--- src/rtl/axicb_pkg.sv ---
// Shared types and limits for the AXI crossbar weighted round-robin arbiter.
package axicb_pkg;

   typedef enum logic {
      IDLE = 1'b0,
      LOCK = 1'b1
   } axicb_arb_state_t;

   localparam int AXICB_MAX_REQ   = 16;
   localparam int AXICB_MAX_WGT_W = 8;

endpackage

--- src/rtl/axicb_rr_pick.sv ---
// Combinational round-robin picker: first set bit of elig at or after ptr,
// found by rotating a doubled copy of the vector and scanning from the bottom.
module axicb_rr_pick #(
   parameter int REQ_NB = 4,
   parameter int ID_W   = $clog2(REQ_NB)
) (
   input  logic [REQ_NB-1:0] elig,
   input  logic [ID_W-1:0]   ptr,
   output logic [REQ_NB-1:0] win_oh,
   output logic [ID_W-1:0]   win_id,
   output logic              win_vld
);

   logic [REQ_NB-1:0] rot;
   int                idx;

   // Scan downward so the lowest rotated position is the one that sticks.
   always_comb begin
      rot     = REQ_NB'({elig, elig} >> ptr);
      idx     = 0;
      win_oh  = '0;
      win_id  = '0;
      win_vld = 1'b0;
      for (int j = REQ_NB - 1; j >= 0; j--) begin
         if (rot[j]) begin
            idx = int'(ptr) + j;
            if (idx >= REQ_NB) begin
               idx = idx - REQ_NB;
            end
            win_vld = 1'b1;
            win_id  = ID_W'(idx);
            win_oh  = REQ_NB'(1) << idx;
         end
      end
   end

endmodule

--- src/rtl/axicb_wrr_arbiter.sv ---
// Weighted round-robin arbiter with grant lock until done.
// Credit weighting is built only when AXICB_WRR_WEIGHTS_EN is defined.
module axicb_wrr_arbiter
   import axicb_pkg::*;
#(
   parameter int REQ_NB = 4,
   parameter int WGT_W  = 4,
   parameter int ID_W   = $clog2(REQ_NB)
) (
   input  logic                    aclk,
   input  logic                    areset,
   input  logic                    srst,
   input  logic                    en,
   input  logic [REQ_NB-1:0]       req,
   input  logic [REQ_NB*WGT_W-1:0] weight,
   input  logic                    done,
   output logic [REQ_NB-1:0]       grant,
   output logic [ID_W-1:0]         grant_id,
   output logic                    busy
);

   if (REQ_NB < 2 || REQ_NB > AXICB_MAX_REQ) begin : g_bad_req_nb
      $error("axicb_wrr_arbiter: REQ_NB out of range");
   end
   if (WGT_W < 1 || WGT_W > AXICB_MAX_WGT_W) begin : g_bad_wgt_w
      $error("axicb_wrr_arbiter: WGT_W out of range");
   end

   axicb_arb_state_t  state_q, state_d;
   logic [REQ_NB-1:0] grant_q, grant_d;
   logic [ID_W-1:0]   grant_id_q, grant_id_d;
   logic [ID_W-1:0]   ptr_q, ptr_d;
   logic [ID_W-1:0]   next_id;
   logic [REQ_NB-1:0] elig;
   logic [REQ_NB-1:0] pick_oh;
   logic [ID_W-1:0]   pick_id;
   logic              pick_vld;
   logic              arb_go;
   logic              release_go;
   logic              rel_adv;

   axicb_rr_pick #(
      .REQ_NB (REQ_NB),
      .ID_W   (ID_W)
   ) u_pick (
      .elig    (elig),
      .ptr     (ptr_q),
      .win_oh  (pick_oh),
      .win_id  (pick_id),
      .win_vld (pick_vld)
   );

   assign arb_go     = (state_q == IDLE) && en && (|req) && pick_vld;
   assign release_go = (state_q == LOCK) && done;
   assign next_id    = (grant_id_q == ID_W'(REQ_NB - 1)) ? '0 : grant_id_q + 1'b1;

`ifdef AXICB_WRR_WEIGHTS_EN
   logic [WGT_W-1:0]  credit_q   [REQ_NB];
   logic [WGT_W-1:0]  credit_d   [REQ_NB];
   logic [WGT_W-1:0]  credit_eff [REQ_NB];
   logic [WGT_W-1:0]  win_credit_dec;
   logic [REQ_NB-1:0] req_with_credit;
   logic              reload;

   // Reload happens in the same cycle it is needed, so selection sees the new credits.
   always_comb begin
      req_with_credit = '0;
      elig            = '0;
      for (int i = 0; i < REQ_NB; i++) begin
         req_with_credit[i] = req[i] && (credit_q[i] != '0);
      end
      reload = (|req) && !(|req_with_credit);
      for (int i = 0; i < REQ_NB; i++) begin
         credit_eff[i] = credit_q[i];
         if (reload) begin
            credit_eff[i] = (weight[i*WGT_W +: WGT_W] == '0) ? WGT_W'(1)
                                                             : weight[i*WGT_W +: WGT_W];
         end
         elig[i] = req[i] && (credit_eff[i] != '0);
      end
   end

   always_comb begin
      credit_d       = credit_q;
      win_credit_dec = (credit_q[grant_id_q] != '0) ? credit_q[grant_id_q] - WGT_W'(1) : '0;
      rel_adv        = (win_credit_dec == '0);
      if (arb_go) begin
         credit_d = credit_eff;
      end else if (release_go) begin
         credit_d[grant_id_q] = win_credit_dec;
      end
   end

   always_ff @(posedge aclk or posedge areset) begin
      if (areset) begin
         for (int i = 0; i < REQ_NB; i++) begin
            credit_q[i] <= '0;
         end
      end else if (srst) begin
         for (int i = 0; i < REQ_NB; i++) begin
            credit_q[i] <= '0;
         end
      end else begin
         credit_q <= credit_d;
      end
   end
`else
   logic unused_weight;

   assign unused_weight = ^weight;
   assign elig          = req;
   assign rel_adv       = 1'b1;
`endif

   // Arbitrate only from IDLE; a release never arbitrates in the same cycle.
   always_comb begin
      state_d    = state_q;
      grant_d    = grant_q;
      grant_id_d = grant_id_q;
      ptr_d      = ptr_q;
      case (state_q)
         IDLE: begin
            if (arb_go) begin
               state_d    = LOCK;
               grant_d    = pick_oh;
               grant_id_d = pick_id;
            end
         end
         LOCK: begin
            if (release_go) begin
               state_d    = IDLE;
               grant_d    = '0;
               grant_id_d = '0;
               ptr_d      = rel_adv ? next_id : grant_id_q;
            end
         end
         default: begin
            state_d = IDLE;
         end
      endcase
   end

   always_ff @(posedge aclk or posedge areset) begin
      if (areset) begin
         state_q    <= IDLE;
         grant_q    <= '0;
         grant_id_q <= '0;
         ptr_q      <= '0;
      end else if (srst) begin
         state_q    <= IDLE;
         grant_q    <= '0;
         grant_id_q <= '0;
         ptr_q      <= '0;
      end else begin
         state_q    <= state_d;
         grant_q    <= grant_d;
         grant_id_q <= grant_id_d;
         ptr_q      <= ptr_d;
      end
   end

   assign grant    = grant_q;
   assign grant_id = grant_id_q;
   assign busy     = (state_q == LOCK);

endmodule

--- config.mk ---
export PLATFORM = sky130hd
export DESIGN_NAME = axicb_wrr_arbiter
export DESIGN_NICKNAME = d
export VERILOG_FILES = /design/src/rtl/axicb_pkg.sv /design/src/rtl/axicb_rr_pick.sv /design/src/rtl/axicb_wrr_arbiter.sv
export SDC_FILE = /design/constraint.sdc
export NUM_CORES = 1
export LEC_CHECK = 0
export ABC_AREA = 0
export BUFFER_PORTS_ARGS = -buffer_cell sky130_fd_sc_hd__buf_2
export CAP_MARGIN = 20
export CORE_MARGIN = 2
export CORE_UTILIZATION = 53
export CTS_CLUSTER_DIAMETER = 200
export DETAILED_ROUTE_END_ITERATION = 10
export PLACE_DENSITY_LB_ADDON = 0.05
export SLEW_MARGIN = 20
export SYNTH_ARGS = -nofsm -noshare
export SYNTH_HDL_FRONTEND = slang
export SYNTH_SLANG_ARGS = --single-unit
--- constraint.sdc ---
create_clock -name aclk -period 5.1 [get_ports aclk]
set_clock_uncertainty 0.15 [all_clocks]
set_input_delay 0.255 -clock aclk [delete_from_list [all_inputs] [get_ports aclk]]
set_output_delay 0.255 -clock aclk [all_outputs]
set_load 0.01 [all_outputs]
After elaboration in Yosys (flattened, before gate mapping)
Index checks and enable logic that the tools add are counted.
{ "word_totals": {"latchBits": 0, "inputBits": 25, "out_inout_bits": 7, "memories": 0, "register_bits": 9, "ramBits": 0, "mem_bits_ro": 0, "elab_cells": 70} }
{ "classes": {"order_cmp": 4, "div_mod_pow": 0, "muxes": 36, "addsub": 8, "bitwise": 1, "eq_ne": 3, "shifts": 5, "mul": 0, "n_reduce_logical": 9} }
{ "op_table": {"columns": ["operator", "n"], "rows": [
  ["32-bit 2-to-1 mux", 8],
  ["1-bit by 32-bit << shifter with 4-bit output (first input constant)", 4],
  ["32-bit by 4-bit >= comparator with 1-bit output (second input constant)", 3],
  ["32-bit by 4-bit subtractor with 32-bit output (second input constant)", 3],
  ["4-bit 2-to-1 mux", 7],
  ["2-bit 2-to-1 mux", 11],
  ["4-bit one-hot mux with 2 select lines", 1],
  ["8-bit by 2-bit right shift with 4-bit output", 1],
  ["1-bit 2-to-1 mux", 7],
  ["2-bit by 2-bit adder with 3-bit output (second input constant)", 2],
  ["1-bit logical AND", 4],
  ["2-bit one-hot mux with 2 select lines", 1],
  ["2-bit AND reduction", 2],
  ["2-bit nonzero test", 2],
  ["4-bit OR reduction", 1],
  ["2-bit by 3-bit subtractor with 4-bit output (second input constant)", 1],
  ["2-bit by 1-bit adder with 3-bit output (second input constant)", 1],
  ["2-bit by 3-bit >= comparator with 1-bit output (second input constant)", 1],
  ["3-bit by 2-bit != test with 1-bit output (second input constant)", 1],
  ["3-bit != test (second input constant)", 1],
  ["2-bit by 1-bit adder with 2-bit output (second input constant)", 1],
  ["2-bit == test (second input constant)", 1],
  ["1-bit one-hot mux with 2 select lines", 1],
  ["1-bit inverter", 1]
]} }

Longest topological paths before layout
{ "logic_depth": {"depth_word": 12, "mapped_depth": 8} }

Hierarchy
Synthesis repeated with hierarchy kept, for this count alone.
{ "unflattened": {"cells_unflattened": 120, "area_unflattened_um2": 1083.5} }
{ "modules_own_cells": {"columns": ["module", "n_inst", "seq_area_each_um2", "cells_per_inst", "area_per_inst_um2"], "rows": [
  ["axicb_rr_pick", 1, 0.0, 77, 625.6],
  ["axicb_wrr_arbiter", 1, 225.2, 43, 457.9]
]} }

Worst setup path after synthesis
Ideal clock, no wire load.
{ "synth_path": {"kind": "register -> register", "from": "register ptr_q[1]", "to": "register grant_q[0], in the netlist grant[0]", "arrival_ns": 1.586, "setup_slack_ns": 3.238, "required_ns": 4.824, "stages_incl_launch_ff": 6, "n_path_buf": 1, "cell_sequence": "dfrtp_1 > buf_6 > and4b_1 > or4_4 > a221oi_1 > o21ai_1"} }
{ "synth_between": {"elab_chain_cells": 12} }
{ "synth_rtl": {"columns": ["element", "line", "rtl"], "rows": [
  ["start, declared", "axicb_wrr_arbiter.sv:32", "logic [ID_W-1:0] ptr_q, ptr_d;"],
  ["start signal, assigned", "axicb_wrr_arbiter.sv:158", "ptr_q <= ptr_d;"],
  ["2-bit by 2-bit adder with 3-bit output", "axicb_rr_pick.sv:26", "idx = int'(ptr) + j;"],
  ["32-bit by 4-bit subtractor with 32-bit output or 32-bit by 4-bit >= comparator with 1-bit output (tied branches)", "axicb_rr_pick.sv:28, axicb_rr_pick.sv:27", null],
  ["32-bit 2-to-1 mux", "axicb_rr_pick.sv:27", "if (idx >= REQ_NB) begin"],
  ["32-bit 2-to-1 mux", "axicb_rr_pick.sv:25", "if (rot[j]) begin"],
  ["1-bit by 32-bit << shifter with 4-bit output", "axicb_rr_pick.sv:32", "win_oh = REQ_NB'(1) << idx;"],
  ["4-bit 2-to-1 mux (4 in series)", "axicb_rr_pick.sv:25", null],
  ["4-bit 2-to-1 mux", "axicb_wrr_arbiter.sv:123", "if (arb_go) begin"],
  ["4-bit one-hot mux with 2 select lines", "axicb_wrr_arbiter.sv:121", "case (state_q)"],
  ["4-bit 2-to-1 mux", "axicb_wrr_arbiter.sv:149", "end else if (srst) begin"],
  ["end signal, assigned", "axicb_wrr_arbiter.sv:156", "grant_q <= grant_d;"],
  ["end, declared", "axicb_wrr_arbiter.sv:30", "logic [REQ_NB-1:0] grant_q, grant_d;"]
]} }
Parallel ways exist; a longest one is shown, timed or not. The select of a mux whose other input is x is not followed.
A chain may end at the register's enable or synchronous reset.

Worst setup path in the final report
Same ends and word-level chain as after synthesis.

==> run metrics <==
first-pass GRT wire length=3.20 mm; DRC=0; Levels on crit path=3; crit share post-route=0.451; most common cell after layout, fill and taps aside=buf_2; clk sinks=9; IO Count=32; final WL=1.93 mm; syn_nets=134; global route overflow=0; Lkg Pwr=0.432 nW; Crit Path Max Fanout=24; most frequent cells in the layout=buf_2, nand2_1, ha_1, dfrtp_1; clk buf depth=2; post-layout util=0.604; Max Cap Viol=0; num rows=15; layout cell share with drive strength beyond 1=0.223; number of setup buffers added after CTS=0; design area=0.00102 mm^2; reg2reg setup slack=2.80 ns; number of CTS-inserted buffers=3; min Tclk post-route=2.30 ns; vias in the first global route=709; DRT iter0 DRCs=16; Antenna Cells=0; synth unique cells=35; critical path launch point=ptr_q[1]; dominant synthesized flop cell=dfrtp_1; nets=147; root buffer cell=clkbuf_4; Worst EP required=5.09 ns; relative slew slack=0.485; RR Startpoint=ptr_q[1]; Arrival @ worst endpoint=2.29 ns; worst vdd ir=0.0895 mV; placed instance area=983 um^2; slowest cell on the critical path=dfrtp_1; Synth Area in Adders=0.120; Synth Area in Simple Gates=0.258; Final Hold Viols=0; chip width=46.0 um; CTS tree=built; die span in y=46.0 um; Tot GR Track Use=0.208; Tightest Pin Transition=0.773 ns; unrepaired setup endpoints after global routing=false; EDFF count, synth=0; P per Cell Area=188 mW/mm^2; Final setup viols=0; CP startpoint kind=register; crit end category=register; synth warn=0; Post-Syn Area=936 um^2; CP top delay family=flip-flops; IO buf count=15; Mean Syn Cell Area=9.36 um^2; CP endpoint=grant[0]; Max H-tree Level=1; non-filler instance count after layout=129; async set-reset flop share out of synthesis=1.00; crit-path max cell delay=0.84 ns; P&R area growth vs syn=8.96%; Syn Inst Count=100; Crit Reg-Reg Endpoint=grant[0]; overall power after layout=0.000192 W; setup total negative slack=0 ns; mux cell area share after synthesis=0.120; compound-gate portion of the synthesized area=0.189; Worst-Skew Late Latency=0.26 ns; FF+latch count, synth=9; initial antenna violation count=0; DR vias=826; Post-DRT Antenna Nets=0; clock slew at reported path FFs=0.06 ns; critical path cell sequence=mux4_1, a221oi_1, o21ai_1; main combinational cell family by area after synthesis=simple AND/OR/NAND/NOR gates; Setup CP Type=reg -> reg; Initial Util=0.554; Max Freq=0.435 GHz; dpl cells=124; sequential cell area fraction in the yosys report=0.241; WL/cell=15.0 um; hold buffers post-CTS=1; FF-to-FF path depth=3; pin count of the biggest net entering global routing=25; CORE AREA=0.00169 mm^2; GPL Wtd Cong=0.772; HPWL after DPL=1.39 mm; Min-Delay Path Class=in -> reg; worst path bufs/invs=0; status=completed; Resize count post-CTS=0; die area=0.00212 mm^2; First-pass DRT Iterations=4; Via density=6.40; final slew viol count=0; xor/xnor share of the synthesized area=0
## registers in the layout, indices dropped and copies added (netlist names)
| name | count |
|---|---|
| ptr_q | 2 |
| grant | 4 |
| busy | 1 |
| grant_id | 2 |
## through the flow
stage / hold slack, ns / setup slack, ns
6_report: 0.0765 / 2.80
5_1_grt: 0.0817 / 2.66
4_1_cts: 0.0652 / 2.82
3_5_place_dp: 0.0750 / 2.83
3_3_place_gp: 0.0735 / 2.86
2_1_floorplan: -0.0671 / 3.24
## where the power goes
group	internal, W	switching (W)	total [W]
clock network	0.0000301	0.0000247	0.0000549
registers	0.0000762	0.00000787	0.0000840
logic	0.0000242	0.0000285	0.0000527
## cell usage after synthesis, types with 2 or more instances
master / n / share of area
buf_2: 5 / 0.027
nand2b_1: 3 / 0.020
o21ai_1: 5 / 0.027
a221oi_1: 4 / 0.037
or2_1: 3 / 0.020
a21oi_1: 5 / 0.027
o31a_1: 2 / 0.019
or3_1: 3 / 0.020
and4b_1: 2 / 0.021
ha_1: 9 / 0.12
nor2_1: 2 / 0.0080
nor3_1: 2 / 0.011
nor4b_1: 2 / 0.019
nor4bb_1: 3 / 0.032
dfrtp_1: 9 / 0.24
mux2i_1: 3 / 0.032
nor4_1: 3 / 0.020
o221ai_1: 5 / 0.047
nand2_1: 9 / 0.036
inv_1: 5 / 0.020
mux4_2: 2 / 0.048
## how the worst min path moves through the flow
stage	depth (start not counted)	from	slack, ns	end
floorplan	1	areset	-0.07	busy
global placement	2	areset	0.07	grant[2]
detailed placement	2	areset	0.07	grant[3]
CTS	2	srst	0.07	busy
global route	2	srst	0.08	ptr_q[1]
finish	2	srst	0.08	busy
## final cells by class
class | count | area, um^2
repair buffers | 16 | 85.1
well taps | 17 | 21.3
multi-input cells | 78 | 643
clock buffers | 4 | 26.3
flip-flops and latches | 9 | 225
fillers | 144 | 669
inverters | 5 | 18.8
## routing by layer
metal,track usage,part of all wire,wire [um],vias up
li1,-,-,-,413
met1,0.274,0.49,943,389
met2,0.342,0.47,899,20
met3,0.0119,0.033,63,4
met4,0.103,0.013,26,0
met5,0,0,0,-
## cells by family (layout without fill, tap and decap cells)
| group | Yosys count | count (layout) |
|---|---|---|
| AOI/OAI and AO/OA | 25 | 25 |
| adders and majority gates | 9 | 9 |
| muxes | 7 | 7 |
| DFF | 9 | 9 |
| and+or+nand+nor | 37 | 37 |
| buffers and inverters | 13 | 25 |
## worst register-to-register path: stages, from the launching register on
cell	delay, ns
dfrtp_1	0.84
mux4_1	0.72
a221oi_1	0.36
o21ai_1	0.11
No activity file was read; power rests on OpenSTA's default activity.
